$ cat src/rtl/stream_mux_pkg.sv
// Shared constants for the two-input stream selector: source encoding, default sizing
// and the burst-counter width helper.
package stream_mux_pkg;

    localparam logic SRC_A = 1'b0;
    localparam logic SRC_B = 1'b1;

    localparam int DEF_WIDTH     = 8;
    localparam int DEF_MAX_BURST = 2;

    // The counter must be able to hold MAX_BURST itself, since it saturates there.
    function automatic int cnt_width(input int max_burst);
        return $clog2(max_burst + 1);
    endfunction

endpackage

$ cat src/rtl/rr_arb2_burst.sv
// Two-way round-robin arbiter with bounded bursts.
// Owns last_src and burst_cnt and produces the grant for the current cycle.
module rr_arb2_burst
    import stream_mux_pkg::*;
#(
    parameter int MAX_BURST = DEF_MAX_BURST
)
(
    input  logic clk,
    input  logic rst_n,
    input  logic i_a_valid,
    input  logic i_b_valid,
    input  logic i_out_free,
    input  logic i_xfer,
    output logic o_grant_vld,
    output logic o_grant_src
);

    localparam int              CW    = cnt_width(MAX_BURST);
    localparam logic [CW-1:0]   MAX_C = CW'(MAX_BURST);
    localparam logic [CW-1:0]   ONE_C = CW'(1);

    logic          r_last_src;
    logic [CW-1:0] r_burst_cnt;
    logic          w_grant_vld;
    logic          w_grant_src;

    always_comb begin
        w_grant_vld = 1'b0;
        w_grant_src = SRC_A;
        if (i_out_free) begin
            if (i_a_valid && i_b_valid) begin
                w_grant_vld = 1'b1;
                // Stay with the current source until its burst allowance is used up.
                w_grant_src = (r_burst_cnt < MAX_C) ? r_last_src : ~r_last_src;
            end else if (i_a_valid) begin
                w_grant_vld = 1'b1;
                w_grant_src = SRC_A;
            end else if (i_b_valid) begin
                w_grant_vld = 1'b1;
                w_grant_src = SRC_B;
            end
        end
    end

    assign o_grant_vld = w_grant_vld;
    assign o_grant_src = w_grant_src;

    // Reset state makes the first tie after reset go to A.
    always_ff @(posedge clk or negedge rst_n) begin
        if (!rst_n) begin
            r_last_src  <= SRC_B;
            r_burst_cnt <= MAX_C;
        end else if (i_xfer) begin
            if (w_grant_src == r_last_src) begin
                if (r_burst_cnt < MAX_C) begin
                    r_burst_cnt <= r_burst_cnt + ONE_C;
                end
            end else begin
                r_last_src  <= w_grant_src;
                r_burst_cnt <= ONE_C;
            end
        end
    end

endmodule

$ cat src/rtl/stream_mux2_arb.sv
// Two-input stream selector feeding the 2:1 data mux: arbitrates A/B, drives s0
// and holds the selected beat in an output register drained by valid/ready.
module stream_mux2_arb
    import stream_mux_pkg::*;
#(
    parameter int WIDTH     = DEF_WIDTH,
    parameter int MAX_BURST = DEF_MAX_BURST
)
(
    input  logic             clk,
    input  logic             rst_n,
    input  logic             a_valid,
    input  logic [WIDTH-1:0] a_data,
    output logic             a_ready,
    input  logic             b_valid,
    input  logic [WIDTH-1:0] b_data,
    output logic             b_ready,
    output logic             y_valid,
    output logic [WIDTH-1:0] y_data,
    output logic             s0,
    input  logic             y_ready
);

    logic             r_y_valid;
    logic [WIDTH-1:0] r_y_data;
    logic             r_s0;

    logic             w_out_free;
    logic             w_grant_vld;
    logic             w_grant_src;
    logic             w_a_ready;
    logic             w_b_ready;
    logic             w_xfer;
    logic [WIDTH-1:0] w_sel_data;

    assign w_out_free = !r_y_valid || y_ready;

    rr_arb2_burst #(
        .MAX_BURST (MAX_BURST)
    ) u_arb (
        .clk         (clk),
        .rst_n       (rst_n),
        .i_a_valid   (a_valid),
        .i_b_valid   (b_valid),
        .i_out_free  (w_out_free),
        .i_xfer      (w_xfer),
        .o_grant_vld (w_grant_vld),
        .o_grant_src (w_grant_src)
    );

    // Readies are held low while reset is asserted so no handshake can complete.
    assign w_a_ready = rst_n && w_out_free && w_grant_vld && (w_grant_src == SRC_A);
    assign w_b_ready = rst_n && w_out_free && w_grant_vld && (w_grant_src == SRC_B);

    assign w_xfer     = (a_valid && w_a_ready) || (b_valid && w_b_ready);
    assign w_sel_data = (w_grant_src == SRC_B) ? b_data : a_data;

    always_ff @(posedge clk or negedge rst_n) begin
        if (!rst_n) begin
            r_y_valid <= 1'b0;
            r_y_data  <= '0;
            r_s0      <= SRC_A;
        end else if (w_xfer) begin
            r_y_valid <= 1'b1;
            r_y_data  <= w_sel_data;
            r_s0      <= w_grant_src;
        end else if (y_ready) begin
            r_y_valid <= 1'b0;
        end
    end

    assign a_ready = w_a_ready;
    assign b_ready = w_b_ready;
    assign y_valid = r_y_valid;
    assign y_data  = r_y_data;
    assign s0      = r_s0;

endmodule

$ cat config.mk
export PLATFORM = sky130hd
export DESIGN_NAME = stream_mux2_arb
export DESIGN_NICKNAME = d
export VERILOG_FILES = /design/src/rtl/stream_mux_pkg.sv /design/src/rtl/rr_arb2_burst.sv /design/src/rtl/stream_mux2_arb.sv
export SDC_FILE = /design/constraint.sdc
export NUM_CORES = 1
export LEC_CHECK = 0
export CAP_MARGIN = 30
export CORE_MARGIN = 3
export CORE_UTILIZATION = 24
export DETAILED_ROUTE_END_ITERATION = 6
export PLACE_DENSITY = 0.63
export REMOVE_ABC_BUFFERS = 1
export SYNTH_ARGS = -nofsm -noshare
export SYNTH_HDL_FRONTEND = slang
export SYNTH_SLANG_ARGS = --single-unit
$ cat constraint.sdc
create_clock -name clk -period 4.25 [get_ports clk]
set_clock_uncertainty 0.1 [all_clocks]
set_input_delay 0.85 -clock clk [delete_from_list [all_inputs] [get_ports clk]]
set_output_delay 0.85 -clock clk [all_outputs]
set_load 0.1 [all_outputs]
==> flow_summary_export.csv <==
group,metric,value,unit
placement,preCtsSetupSlack,0.696,ns
global_routing,grt_pass1_wl,2370,um
sta,finalSetupViolCount,0,
layout,nets,129,
sta,min_period_over_period,83.6,%
logic_synthesis,syn_inst,75,
clock_network,cts_setup_buffers,0,
global_routing,grt_pass1_vias,557,
logic_synthesis,ys_ff_latch,13,
clock_network,hold_buffers,0,
outcome,status,"completed",
logic_synthesis,synth_top_area_cell,"dfrtp_1",
logic_synthesis,synthArstFlopShare,100,%
power,power_density,534,nW/um^2
clock_network,ctsResizeCount,0,
sta,drv_slew,0,
global_routing,busiest_layer,"met2",
logic_synthesis,yosys-top-cells-count,"11 x dfrtp_1, 10 x nand2_1, 8 x mux2i_1",
floorplan,die_y,60.4,um
setup_path,worstSetupEndpointType,"output pin",
logic_synthesis,seq_area_frac_synth,46.2,%
clock_network,clkSlewWorstSetupHoldPaths,0.08,ns
clock_network,clock_sinks,13,
route,vias,635,
global_routing,gr-usage-met2,14.5,%
global_routing,grt_overflow,0,
sta,hold_violations,0,
route,antenna_left,0,
route,wire_per_inst,11.5,um
power,switching_share,49.2,%
power,ir_worst_vdd,0.332,mV
clock_network,cts_root_buf,"clkbuf_4",
sta,max_freq,282,MHz
job,drv_cap,0,
sta,relSlewSlack,35.3,%
sta,worstMarginPinSlew,0.968,ns
layout,diodes,0,
logic_synthesis,syn-cell-area,709,um^2
global_routing,grt_max_degree,20,
logic_synthesis,synth-main-ff-cell,"dfrtp_1",
setup_path,arrival,2.60,ns
placement,post-place-cells,134,
sta,worst_slack,0.698,ns
setup_path,crit_type,"input port to output pin",
sta,fin_crit,3.55,ns
setup_path,worstPathRequired,3.30,ns
route,drt-initial-drc-count,8,
route,drt_pass1_iterations,3,
layout,syn_to_final_growth,52.9,%
power,sequentialPowerShare,32.8,%
layout,drive_gt1_share,11.2,%
power,leakage,0.471,nW
route,routed_wl,1590,um
floorplan,die_area,3640,um^2
placement,hpwl,1260,um
placement,place.gp.congestion,0.735,
floorplan,core.rowCount,19,
clock_network,cts_buffers,3,
hold_path,hp-class,"flip-flop to flip-flop",
layout,final_util,39.0,%
placement,portBuffers,32,
logic_synthesis,ys.warnings.count,0,
logic_synthesis,synth_area_leaders,"dfrtp_1 39%, mux2i_1 11%, dfstp_2 7.4%",
logic_synthesis,synth_edf_count,0,
sta,fin_hold_ws,0.392,ns
global_routing,grt_util_all_layers,8.77,%
route,drc,0,
floorplan,die_w,60.4,um
setup_path,worstSetupStartpointType,"input port",
global_routing,use_met1,10.1,%
hold_path,min_from,"y_data[7]",
clock_network,cts_tree,"yes",
power,power,0.579,mW
logic_synthesis,synth.top_cell.area_share,38.8,%
layout,fill_cells,293,
placement,place_area,1060,um^2
floorplan,start_util,25.5,%
floorplan,core,2780,um^2
layout,layoutNonFillerInstCount,138,
power,power.share.clock,13.1,%
logic_synthesis,synth.most_common_cell,"dfrtp_1",
logic_synthesis,avgSynthCellArea,9.46,um^2
sta,tns,0,ns
setup_path,reg2reg_from,"u_arb.r_last_src",
route,vias_per_cell,4.60,
layout,fin_area,1080,um^2
global_routing,antenna_found_initial,0,
power,p_sw,0.285,mW
setup_path,crit_path_max_fanout,11,
sta,rsz0062_at_grt,"no",
global_routing,grt_util_met3,2.13,%
clock_network,h-tree-depth,1,
floorplan,num_io_pins,33,
logic_synthesis,synth.distinct_cells,26,
setup_path,crit_start,"y_ready",
power,p_int,0.294,mW
clock_network,cts_max_path_buffers,2,
power,p_comb_share,54.1,%
clock_network,worst_skew_pair.late_latency,0.27,ns
[power groups by stage]
| stage | clock network, mW | registers, mW | logic [mW] |
|---|---|---|---|
| 5_1_grt | 0.0870 | 0.195 | 0.327 |
| 3_5_place_dp | 0 | 0.192 | 0.316 |
| 3_3_place_gp | 0 | 0.191 | 0.313 |
| 4_1_cts | 0.0802 | 0.190 | 0.316 |
| 6_report | 0.0757 | 0.190 | 0.313 |
| 2_1_floorplan | 0 | 0.325 | 0.0903 |
[metal layers]
metal  up-vias  wire length, um
met4         0               28
met5         -                0
met3         4              128
met2        19              741
li1        330                -
met1       282              692
[final cells by class]
class                   instances  area [um^2]  share of cell area (%)
flip-flops and latches         13          328                    30.2
inverters                       1         3.75                   0.346
repair buffers                 34          355                    32.8
clock buffers                   4         26.3                    2.42
multi-input cells              55          333                    30.7
well taps                      31         38.8                    3.58
[registers in the layout, summed over array words and instances (netlist names)]
| signal | flops |
|---|---|
| u_arb.r_burst_cnt | 2 |
| y_valid | 1 |
| y_data | 8 |
| s0 | 1 |
| u_arb.r_last_src | 1 |
[critical path: stages]
cell,delay [ns]
clkdlybuf4s50_1,0.45
nand2b_1,0.37
o211ai_2,0.29
buf_4,0.24
nor2_1,0.19
buf_12,0.20
[final timing paths]
check,endpoint,slack [ns],depth (start not counted)
max,b_ready,0.70,6
min,y_data[7],0.39,2
max reg2reg,y_data[2],2.46,5
min reg2reg,y_data[7],0.39,2
max in group asynchronous,u_arb.r_last_src,2.96,2
min in group asynchronous,y_valid,0.84,2
[kinds of logic (layout without fill, tap and decap cells)]
kind of cell | count (synthesis) | count (layout) | share of synthesized area [%]
XOR/XNOR | 1 | 1 | 1.23
flip-flops | 13 | 13 | 46.2
AND/OR/NAND/NOR | 22 | 22 | 13.4
buffers and inverters | 7 | 39 | 6.88
AO/OA/AOI/OAI | 23 | 23 | 19.4
multiplexers | 9 | 9 | 12.9
[cell usage in the layout, fill, tap and decap left out, drive strengths merged]
| cell | instances |
|---|---|
| a211oi | 1 |
| a21oi | 6 |
| a311oi | 1 |
| a31oi | 1 |
| a41oi | 1 |
| buf | 4 |
| clkbuf | 4 |
| clkdlybuf4s50 | 30 |
| dfrtp | 11 |
| dfstp | 2 |
| inv | 1 |
| mux2 | 1 |
| mux2i | 8 |
| nand2 | 11 |
| nand2b | 1 |
| nand3 | 2 |
| nand4 | 1 |
| nor2 | 6 |
| nor2b | 1 |
| o211ai | 1 |
| o21a | 1 |
| o21ai | 10 |
| o22ai | 1 |
| xor2 | 1 |
No activity file was read; power rests on OpenSTA's default activity.
